<file path="config.mk">
export PLATFORM = sky130hd
export DESIGN_NAME = voice_allocator_flat
export DESIGN_NICKNAME = d
export VERILOG_FILES = /design/src/rtl/voice_allocator_if.sv /design/src/rtl/voice_allocator.sv /design/src/flat_wrapper.sv
export SDC_FILE = /design/constraint.sdc
export NUM_CORES = 1
export LEC_CHECK = 0
export ABC_AREA = 1
export BUFFER_PORTS_ARGS = -buffer_cell sky130_fd_sc_hd__buf_2
export CAP_MARGIN = 20
export CORE_MARGIN = 2
export CORE_UTILIZATION = 30
export CTS_BUF_LIST = sky130_fd_sc_hd__clkbuf_4 sky130_fd_sc_hd__clkbuf_8 sky130_fd_sc_hd__clkbuf_16
export DETAILED_ROUTE_END_ITERATION = 6
export PLACE_DENSITY_LB_ADDON = 0.2
export SLEW_MARGIN = 20
export SYNTH_ARGS = -nofsm -noshare
export SYNTH_HDL_FRONTEND = slang
export SYNTH_SLANG_ARGS = --single-unit
</file>
<file path="constraint.sdc">
create_clock -name Clock -period 4.6 [get_ports Clock]
set_clock_uncertainty 0.15 [all_clocks]
set_input_delay 0.69 -clock Clock [delete_from_list [all_inputs] [get_ports Clock]]
set_output_delay 0.69 -clock Clock [all_outputs]
set_load 0.01 [all_outputs]
</file>
<file path="src/rtl/voice_allocator_if.sv">
// Note-event handshake between a note source and the voice allocator.
interface voice_allocator_if #(
    parameter int unsigned NOTE_W = 7
);
    logic              NoteValid;
    logic              NoteReady;
    logic              NoteOn;
    logic [NOTE_W-1:0] NoteNum;

    modport master (output NoteValid, output NoteOn, output NoteNum, input NoteReady);
    modport slave  (input NoteValid, input NoteOn, input NoteNum, output NoteReady);
endinterface

</file>
<file path="src/rtl/voice_allocator.sv">
// Four-voice note allocator driving ADSR gates with retrigger, idle, released and LRU stealing.
// Define VOICE_ALLOCATOR_STEAL_EN to steal the oldest held voice instead of dropping the note-on.
module voice_allocator #(
    parameter int unsigned NOTE_W     = 7,
    parameter int unsigned NUM_VOICES = 4
) (
    input  logic                         Clock,
    input  logic                         Reset,
    voice_allocator_if.slave             evt,
    input  logic [NUM_VOICES-1:0]        VoiceRunning,
    output logic [NUM_VOICES-1:0]        VoiceGate,
    output logic [NUM_VOICES*NOTE_W-1:0] VoiceNote,
    output logic [1:0]                   AllocVoice,
    output logic                         AllocValid,
    output logic                         DropPulse
);

    localparam int unsigned IDX_W = 2;

    typedef enum logic [1:0] {IDLE, LOOKUP, ARM, FIRE} state_t;

    state_t              state_q, state_d;
    logic                ready_q, ready_d;
    logic                on_q, on_d;
    logic [NOTE_W-1:0]   num_q, num_d;
    logic [IDX_W-1:0]    tgt_q, tgt_d;
    logic [NUM_VOICES-1:0] gate_q, gate_d;
    logic [NOTE_W-1:0]   note_q [NUM_VOICES];
    logic [NOTE_W-1:0]   note_d [NUM_VOICES];
    logic [IDX_W-1:0]    rank_q [NUM_VOICES];
    logic [IDX_W-1:0]    rank_d [NUM_VOICES];
    logic [IDX_W-1:0]    alloc_voice_q, alloc_voice_d;
    logic                alloc_valid_q, alloc_valid_d;
    logic                drop_q, drop_d;

    logic                accept_c;
    logic                retrig_hit, idle_hit, rel_hit;
    logic [IDX_W-1:0]    retrig_idx, idle_idx, rel_idx, rel_rank;
`ifdef VOICE_ALLOCATOR_STEAL_EN
    logic                held_hit;
    logic [IDX_W-1:0]    held_idx, held_rank;
`endif
    logic                tgt_found;
    logic [IDX_W-1:0]    tgt_sel;

    assign accept_c = evt.NoteValid && ready_q;

    // Target search over the latched note; only meaningful while in LOOKUP.
    always_comb begin
        retrig_hit = 1'b0;
        retrig_idx = '0;
        idle_hit   = 1'b0;
        idle_idx   = '0;
        rel_hit    = 1'b0;
        rel_idx    = '0;
        rel_rank   = '0;
`ifdef VOICE_ALLOCATOR_STEAL_EN
        held_hit   = 1'b0;
        held_idx   = '0;
        held_rank  = '0;
`endif
        for (int i = 0; i < int'(NUM_VOICES); i++) begin
            if (gate_q[i] && (note_q[i] == num_q) && !retrig_hit) begin
                retrig_hit = 1'b1;
                retrig_idx = IDX_W'(i);
            end
            if (!gate_q[i] && !VoiceRunning[i] && !idle_hit) begin
                idle_hit = 1'b1;
                idle_idx = IDX_W'(i);
            end
            if (!gate_q[i] && VoiceRunning[i] && (!rel_hit || (rank_q[i] > rel_rank))) begin
                rel_hit  = 1'b1;
                rel_idx  = IDX_W'(i);
                rel_rank = rank_q[i];
            end
`ifdef VOICE_ALLOCATOR_STEAL_EN
            if (gate_q[i] && (!held_hit || (rank_q[i] > held_rank))) begin
                held_hit  = 1'b1;
                held_idx  = IDX_W'(i);
                held_rank = rank_q[i];
            end
`endif
        end

        tgt_found = 1'b1;
        tgt_sel   = '0;
        if (retrig_hit) begin
            tgt_sel = retrig_idx;
        end else if (idle_hit) begin
            tgt_sel = idle_idx;
        end else if (rel_hit) begin
            tgt_sel = rel_idx;
`ifdef VOICE_ALLOCATOR_STEAL_EN
        end else if (held_hit) begin
            tgt_sel = held_idx;
`endif
        end else begin
            tgt_found = 1'b0;
        end
    end

    // State register
    always_ff @(posedge Clock or posedge Reset) begin
        if (Reset) begin
            state_q <= IDLE;
        end else begin
            state_q <= state_d;
        end
    end

    // Next-state logic
    always_comb begin
        state_d = state_q;
        case (state_q)
            IDLE:    if (accept_c) state_d = LOOKUP;
            LOOKUP:  state_d = (on_q && tgt_found) ? ARM : IDLE;
            ARM:     state_d = FIRE;
            FIRE:    state_d = IDLE;
            default: state_d = IDLE;
        endcase
    end

    // Output and datapath next values
    always_comb begin
        ready_d       = (state_d == IDLE);
        on_d          = on_q;
        num_d         = num_q;
        tgt_d         = tgt_q;
        gate_d        = gate_q;
        note_d        = note_q;
        rank_d        = rank_q;
        alloc_voice_d = alloc_voice_q;
        alloc_valid_d = 1'b0;
        drop_d        = 1'b0;
        case (state_q)
            IDLE: begin
                if (accept_c) begin
                    on_d  = evt.NoteOn;
                    num_d = evt.NoteNum;
                end
            end
            LOOKUP: begin
                if (!on_q) begin
                    for (int i = 0; i < int'(NUM_VOICES); i++) begin
                        if (gate_q[i] && (note_q[i] == num_q)) gate_d[i] = 1'b0;
                    end
                end else if (tgt_found) begin
                    // Gate dropped here so the rise at the end of ARM is always a fresh edge.
                    note_d[tgt_sel] = num_q;
                    gate_d[tgt_sel] = 1'b0;
                    alloc_voice_d   = tgt_sel;
                    tgt_d           = tgt_sel;
                end else begin
                    drop_d = 1'b1;
                end
            end
            ARM: begin
                gate_d[tgt_q] = 1'b1;
                alloc_valid_d = 1'b1;
                for (int i = 0; i < int'(NUM_VOICES); i++) begin
                    if (IDX_W'(i) == tgt_q) begin
                        rank_d[i] = '0;
                    end else if (rank_q[i] < rank_q[tgt_q]) begin
                        rank_d[i] = rank_q[i] + IDX_W'(1);
                    end
                end
            end
            default: ;
        endcase
    end

    // Datapath and output registers
    always_ff @(posedge Clock or posedge Reset) begin
        if (Reset) begin
            ready_q       <= 1'b1;
            on_q          <= 1'b0;
            num_q         <= '0;
            tgt_q         <= '0;
            gate_q        <= '0;
            alloc_voice_q <= '0;
            alloc_valid_q <= 1'b0;
            drop_q        <= 1'b0;
            for (int i = 0; i < int'(NUM_VOICES); i++) begin
                note_q[i] <= '0;
                rank_q[i] <= IDX_W'(i);
            end
        end else begin
            ready_q       <= ready_d;
            on_q          <= on_d;
            num_q         <= num_d;
            tgt_q         <= tgt_d;
            gate_q        <= gate_d;
            alloc_voice_q <= alloc_voice_d;
            alloc_valid_q <= alloc_valid_d;
            drop_q        <= drop_d;
            for (int i = 0; i < int'(NUM_VOICES); i++) begin
                note_q[i] <= note_d[i];
                rank_q[i] <= rank_d[i];
            end
        end
    end

    genvar g;
    generate
        for (g = 0; g < int'(NUM_VOICES); g++) begin : g_note
            assign VoiceNote[g*NOTE_W +: NOTE_W] = note_q[g];
        end
    endgenerate

    assign evt.NoteReady = ready_q;
    assign VoiceGate     = gate_q;
    assign AllocVoice    = alloc_voice_q;
    assign AllocValid    = alloc_valid_q;
    assign DropPulse     = drop_q;

endmodule

</file>
<file path="src/flat_wrapper.sv">
// flat-port wrapper written by rule: the top's interface ports become plain ports
module voice_allocator_flat 
#(
    parameter int unsigned NOTE_W     = 7,
    parameter int unsigned NUM_VOICES = 4
)
  (Clock, Reset, VoiceRunning, VoiceGate, VoiceNote, AllocVoice, AllocValid, DropPulse, evt_NoteValid, evt_NoteOn, evt_NoteNum, evt_NoteReady);
  voice_allocator_if #(.NOTE_W(NOTE_W)) evt_i ();
  input  logic Clock;
  input  logic Reset;
  input  logic [NUM_VOICES-1:0] VoiceRunning;
  output logic [NUM_VOICES-1:0] VoiceGate;
  output logic [NUM_VOICES*NOTE_W-1:0] VoiceNote;
  output logic [1:0] AllocVoice;
  output logic AllocValid;
  output logic DropPulse;
  input wire logic [$bits(evt_i.NoteValid)-1:0] evt_NoteValid;
  input wire logic [$bits(evt_i.NoteOn)-1:0] evt_NoteOn;
  input wire logic [$bits(evt_i.NoteNum)-1:0] evt_NoteNum;
  output wire logic [$bits(evt_i.NoteReady)-1:0] evt_NoteReady;
  assign evt_i.NoteValid = evt_NoteValid;
  assign evt_i.NoteOn = evt_NoteOn;
  assign evt_i.NoteNum = evt_NoteNum;
  assign evt_NoteReady = evt_i.NoteReady;
  voice_allocator #(.NOTE_W(NOTE_W), .NUM_VOICES(NUM_VOICES)) u_core (.Clock(Clock), .Reset(Reset), .evt(evt_i), .VoiceRunning(VoiceRunning), .VoiceGate(VoiceGate), .VoiceNote(VoiceNote), .AllocVoice(AllocVoice), .AllocValid(AllocValid), .DropPulse(DropPulse));
endmodule
</file>
==> results of run 1 <==
## worst max path at each step
stage	startpoint	to	slack (ns)	cells past startpoint
after floorplan	VoiceRunning[0]	u_core.VoiceNote[9]$_DFFE_PP0P_	0.58	35
after global placement	VoiceRunning[0]	u_core.VoiceNote[11]$_DFFE_PP0P_	0.13	35
after detailed placement	VoiceRunning[0]	u_core.VoiceNote[13]$_DFFE_PP0P_	-0.02	35
after CTS	u_core.VoiceGate[0]$_DFFE_PP0P_	u_core.VoiceNote[13]$_DFFE_PP0P_	0.12	35
after global routing	VoiceRunning[0]	u_core.VoiceNote[25]$_DFFE_PP0P_	-0.007	34
final	VoiceRunning[0]	u_core.VoiceNote[22]$_DFFE_PP0P_	0.41	34
## cells in the mapped netlist (4+ instances only)
library cell,n,area (um^2)
a21oi_1,19,95.09
dfrtp_1,50,1251
dfstp_2,5,131.4
ha_1,14,175.2
inv_1,67,251.5
inv_2,10,37.54
nand2_1,204,765.7
nand2_2,14,87.58
nand2_4,5,56.30
nand3_1,27,135.1
nor2_1,39,146.4
o21ai_0,19,95.09
o21ai_2,15,131.4
xor2_1,4,35.03
## registers in the layout, summed over array words and instances, names as in the netlist
register              flops
u_core.rank_q             8
u_core.AllocValid         1
u_core.DropPulse          1
u_core.num_q              7
u_core.state_q            2
u_core.VoiceNote         28
u_core.evt.NoteReady      1
u_core.VoiceGate          4
u_core.tgt_q              2
u_core.on_q               1
## through the flow
step | power [W] | utilization | TNS [ns] | hold WS (ns) | area [um^2]
CTS | 0.003168 | 0.3542 | 0 | 0.3039 | 4254
global route | 0.003556 | 0.3600 | -0.008669 | 0.3354 | 4324
finish | 0.003210 | 0.3600 | 0 | 0.2796 | 4324
global placement | 0.002719 | 0.3413 | 0 | 0.3548 | 4099
detailed placement | 0.002749 | 0.3413 | -0.07214 | 0.3594 | 4099
floorplan | 0.002239 | - | 0 | 0.3357 | 3699
## report_power, final
group	switching (W)	internal [W]	leakage [nW]	total, W
Sequential	0.000295	0.000716	0.668	0.00101
Clock	0.000182	0.000225	0.0775	0.000407
Combinational	0.00112	0.000673	1.68	0.00179
## repair_timing
item	CTS	global route
setup buffers	0	5
gates resized for setup	0	10
endpoints found under the setup margin	0	32
## final cells by class
class / count / area (um^2)
tap: 147 / 183.9
clock buffer: 7 / 146.4
sequential: 55 / 1383
timing repair buffer: 57 / 300.3
fill: 1296 / 7687
multi-input combinational: 385 / 1978
inverter: 83 / 324.1
clock inverter: 1 / 8.758
## logic make-up (layout without fill, tap and decap cells)
family	count (synthesis)	count (layout)	synth area share
buffers and inverters	89	148	0.09912
and+or+nand+nor	299	299	0.3525
xor gates and xnor gates	7	7	0.01658
DFF	55	55	0.3738
muxes	1	1	0.003044
AOI/OAI and AO/OA	64	64	0.1076
adders and majority gates	14	14	0.04736
## layer usage
metal,track usage,up-vias,share of wire,wire length [um]
met1,0.2119,1486,0.50,4812
met4,0.04016,0,0.0091,88
li1,-,1753,-,-
met2,0.2486,56,0.46,4424
met3,0.02478,9,0.031,297
met5,0,-,0,0
==> results.sh, run 1 <==
export IMPL_async_flop_share=1.000
export IMPL_dp_cells=722
export IMPL_p_per_area_nw_per_um2=742.2
export IMPL_synth_edf_count=0
export IMPL_yosys_register_bits=55
export IMPL_ys_warn_count=0
export IMPL_finalNonFillerCells=735
export IMPL_worst_path_buf_inv=5
export IMPL_leakage_nw=2.422
export IMPL_r2r_end="u_core.VoiceNote[22]$_DFFE_PP0P_"
export IMPL_clockBufferDepth=2
export IMPL_post_place_ws_ns=-0.01895
export IMPL_syn_area_um2=3699
export IMPL_layout_nets=616
export IMPL_critPathSlowestCell="ha_1"
export IMPL_critical_path_class="in -> reg"
export IMPL_final_common_cell="nand2_1"
export IMPL_cts_made_buffers=5
export IMPL_io_buffers=51
export IMPL_min_period_ns=4.186
export IMPL_critPathRequiredTime_ns=4.64
export IMPL_final_cell_mix="nand2_1 (203), inv_1 (65), buf_2 (51)"
export IMPL_wl_um=9623
export IMPL_maxCapViolations=0
export IMPL_clkSlewWorstSetupHoldPaths_ns=0.07
export IMPL_synth_nets=558
export IMPL_crit_path_max_incr_delay_ns=0.31
export IMPL_first_iter_violations=217
export IMPL_reg2reg_setup_slack_ns=0.42
export IMPL_viasPerCell=4.495
export IMPL_finalCritPeriodShare=0.9101
export IMPL_grt_antenna_before_repair=0
export IMPL_cpLargestDelayFamily="simple AND/OR/NAND/NOR gates"
export IMPL_arrival_ns=4.23
export IMPL_htree_levels=2
export IMPL_setup_slack_ns=0.4138
export IMPL_crit_fanout=14
export IMPL_cp_start_kind="input pin"
export IMPL_synth_main_ff_cell="dfrtp_1"
export IMPL_hold_viol=0
export IMPL_ant_nets=0
export IMPL_place_congestion=0.8580
export IMPL_grt_max_degree=32
export IMPL_final_layout_size_suffix_gt1_frac=0.2262
export IMPL_clock_root_buffer="clkbuf_16"
export IMPL_die_w_um=115.0
export IMPL_grt_pass1_vias=3083
export IMPL_vias=3304
export IMPL_rows=40
export IMPL_hold_buffers=0
export IMPL_status="finished clean"
export IMPL_clkLatencyLatePin_ns=0.30
export IMPL_dieHeight_um=115.0
export IMPL_synth_cell_type_count=38
export IMPL_crit_top_cell="nand2_1"
export IMPL_worstSetupEndpointType="flop"
export IMPL_initial_core_util=0.3079
export IMPL_num_antenna_cells=0
export IMPL_dp_hpwl_um=7419
export IMPL_peakVddDrop_v=0.0002270
export IMPL_ff2ff_path_depth=34
export IMPL_grt_pass1_wl_um=15870
export IMPL_slew_limit_headroom=0.5894
export IMPL_syn_inst=529
export IMPL_drc=0
export IMPL_gr_total_overflow=0
export IMPL_cts_tree="yes"
export IMPL_max_freq_mhz=238.9
export IMPL_slew_viol_final=0
export IMPL_grtUsageTotal=0.1528
export IMPL_fp_dieArea_um2=13230
export IMPL_hold_path_class="in -> async"
export IMPL_syn_to_final_growth_pct=16.91
export IMPL_cts_sinks=55
export IMPL_wl_per_cell_um=13.09
export IMPL_coreArea_um2=12010
export IMPL_syn_area_per_cell_um2=6.992
export IMPL_worstMarginPinSlew_ns=0.6142
export IMPL_io_pins=52
export IMPL_seq_area_frac_synth=0.3738
export IMPL_drt_first_pass_iters=4
export IMPL_setup_viol=0
export IMPL_reg2reg_from="u_core.VoiceGate[0]$_DFFE_PP0P_"
Power figures use the tool's default switching activity.
==> inputs of run 2 (changes only) <==
--- a/config.mk
+++ b/config.mk
@@ -12,7 +12,8 @@
 export CORE_UTILIZATION = 30
 export CTS_BUF_LIST = sky130_fd_sc_hd__clkbuf_4 sky130_fd_sc_hd__clkbuf_8 sky130_fd_sc_hd__clkbuf_16
 export DETAILED_ROUTE_END_ITERATION = 6
-export PLACE_DENSITY_LB_ADDON = 0.2
+export PLACE_DENSITY = 0.45
+export SKIP_LAST_GASP = 1
 export SLEW_MARGIN = 20
 export SYNTH_ARGS = -nofsm -noshare
 export SYNTH_HDL_FRONTEND = slang
==> results.sh, run 2 (synthesis gave the netlist of run 1 again) <==
export IMPL_critPathRequiredTime_ns=4.65
export IMPL_clock_root_buffer="clkbuf_16"
export IMPL_arrival_ns=4.18
export IMPL_leakage_nw=2.422
export IMPL_num_antenna_cells=0
export IMPL_crit_top_cell="nand2_1"
export IMPL_coreArea_um2=12010
export IMPL_drc=0
export IMPL_die_w_um=115.0
export IMPL_final_area_um2=4360
export IMPL_hold_buffers=0
export IMPL_dieHeight_um=115.0
export IMPL_fin_util=0.3630
export IMPL_io_pins=52
export IMPL_r2r_end="u_core.VoiceNote[18]$_DFFE_PP0P_"
export IMPL_cts_made_buffers=5
export IMPL_cpLargestDelayFamily="simple AND/OR/NAND/NOR gates"
export IMPL_fin_tns_setup_ns=0
export IMPL_htree_levels=2
export IMPL_critical_path_class="reg -> reg"
export IMPL_final_common_cell="nand2_1"
export IMPL_cts_tree="yes"
export IMPL_gr_total_overflow=0
export IMPL_final_cell_mix="nand2_1 (201), inv_1 (66), buf_2 (51)"
export IMPL_first_iter_violations=189
export IMPL_place_congestion=0.8151
export IMPL_worstSetupEndpointType="flop"
export IMPL_final_layout_size_suffix_gt1_frac=0.2318
export IMPL_finalCritPeriodShare=0.8991
export IMPL_grt_max_degree=35
export IMPL_placed_area_um2=4106
export IMPL_crit_path_start="u_core.VoiceGate[0]$_DFFE_PP0P_"
export IMPL_maxCapViolations=0
export IMPL_min_period_ns=4.136
export IMPL_hold_path_class="in -> async"
export IMPL_syn_to_final_growth_pct=17.90
export IMPL_worstMarginPinSlew_ns=0.6322
export IMPL_slew_viol_final=0
export IMPL_reg2reg_setup_slack_ns=0.46
export IMPL_vias=3356
export IMPL_slew_limit_headroom=0.5774
export IMPL_crit_fanout=7
export IMPL_post_place_ws_ns=-0.05909
export IMPL_setup_slack_ns=0.4640
export IMPL_grtUsageTotal=0.1605
export IMPL_wl_um=10200
export IMPL_io_buffers=51
export IMPL_clockBufferDepth=2
export IMPL_critPathSlowestCell="dfrtp_1"
export IMPL_cts_sinks=55
export IMPL_ant_nets=0
export IMPL_clkSlewWorstSetupHoldPaths_ns=0.07
export IMPL_grt_antenna_before_repair=0
export IMPL_worst_path_buf_inv=6
export IMPL_hold_viol=0
export IMPL_viasPerCell=4.547
export IMPL_status="finished clean"
export IMPL_clkLatencyLatePin_ns=0.31
export IMPL_crit_path_max_incr_delay_ns=0.41
export IMPL_p_per_area_nw_per_um2=746.1
export IMPL_setup_viol=0
export IMPL_layout_nets=619
export IMPL_ff2ff_path_depth=36
export IMPL_cp_start_kind="flop"
export IMPL_fp_dieArea_um2=13230
export IMPL_reg2reg_from="u_core.VoiceGate[0]$_DFFE_PP0P_"
export IMPL_initial_core_util=0.3079
export IMPL_grt_pass1_vias=3195
export IMPL_drt_first_pass_iters=4
export IMPL_max_freq_mhz=241.8
export IMPL_rows=40
export IMPL_grt_pass1_wl_um=16500
export IMPL_largest_reg_flops=28
export IMPL_dp_hpwl_um=7602
export IMPL_wl_per_cell_um=13.82
export IMPL_peakVddDrop_v=0.0002544
[run 2: changes by cell type in the layout (fill, tap and decap cells not counted), sizes merged]
cell    delta
buf        +2
clkinv     -1
inv        +1
nand3      +1
[run 2: metal layers]
metal / vias up / GRT usage / wire [um] / part of all wire
li1: 1753 / - / - / -
met1: 1538 / 0.2119 / 4870 / 0.48
met2: 55 / 0.2663 / 4779 / 0.47
met3: 10 / 0.02478 / 378 / 0.037
met4: 0 / 0.05944 / 172 / 0.017
met5: - / 0 / 0 / 0
[run 2: timing repair]
action / 4_1_cts / 5_1_grt
setup endpoints to repair: 0 / 31
gates resized for setup: 0 / 9
setup buffers: 0 / 6
[run 2: worst max-delay path by stage]
stage,depth (start not counted),endpoint
5_1_grt,36,u_core.VoiceNote[20]$_DFFE_PP0P_
2_1_floorplan,35,u_core.VoiceNote[9]$_DFFE_PP0P_
6_report,36,u_core.VoiceNote[18]$_DFFE_PP0P_
4_1_cts,35,u_core.VoiceNote[12]$_DFFE_PP0P_
3_3_place_gp,35,u_core.VoiceNote[11]$_DFFE_PP0P_
3_5_place_dp,35,u_core.VoiceNote[13]$_DFFE_PP0P_
[run 2: per-stage QoR]
step / hold WS [ns] / total power (W) / std cells
after global placement: 0.3577 / 0.002740 / 723
after floorplan: 0.3357 / 0.002239 / 529
final: 0.2440 / 0.003253 / 738
after global routing: 0.3013 / 0.003613 / 738
after detailed placement: 0.3579 / 0.002764 / 723
after CTS: 0.2648 / 0.003188 / 731
[run 2: power breakdown]
part / total [W] / leakage [nW] / internal, W / switching [W]
combinational: 0.00183 / 1.68 / 0.000696 / 0.00114
sequential: 0.00102 / 0.668 / 0.000716 / 0.000301
clock: 0.000406 / 0.0753 / 0.000217 / 0.000189
[run 2: area by class of cell]
cell class / instances / area [um^2]
clock inverters: 1 / 8.758
well taps: 147 / 183.9
fillers: 1303 / 7651
repair buffers: 59 / 327.8
inverters: 83 / 321.6
multi-input cells: 386 / 1996
flip-flops and latches: 55 / 1383
clock buffers: 7 / 140.1
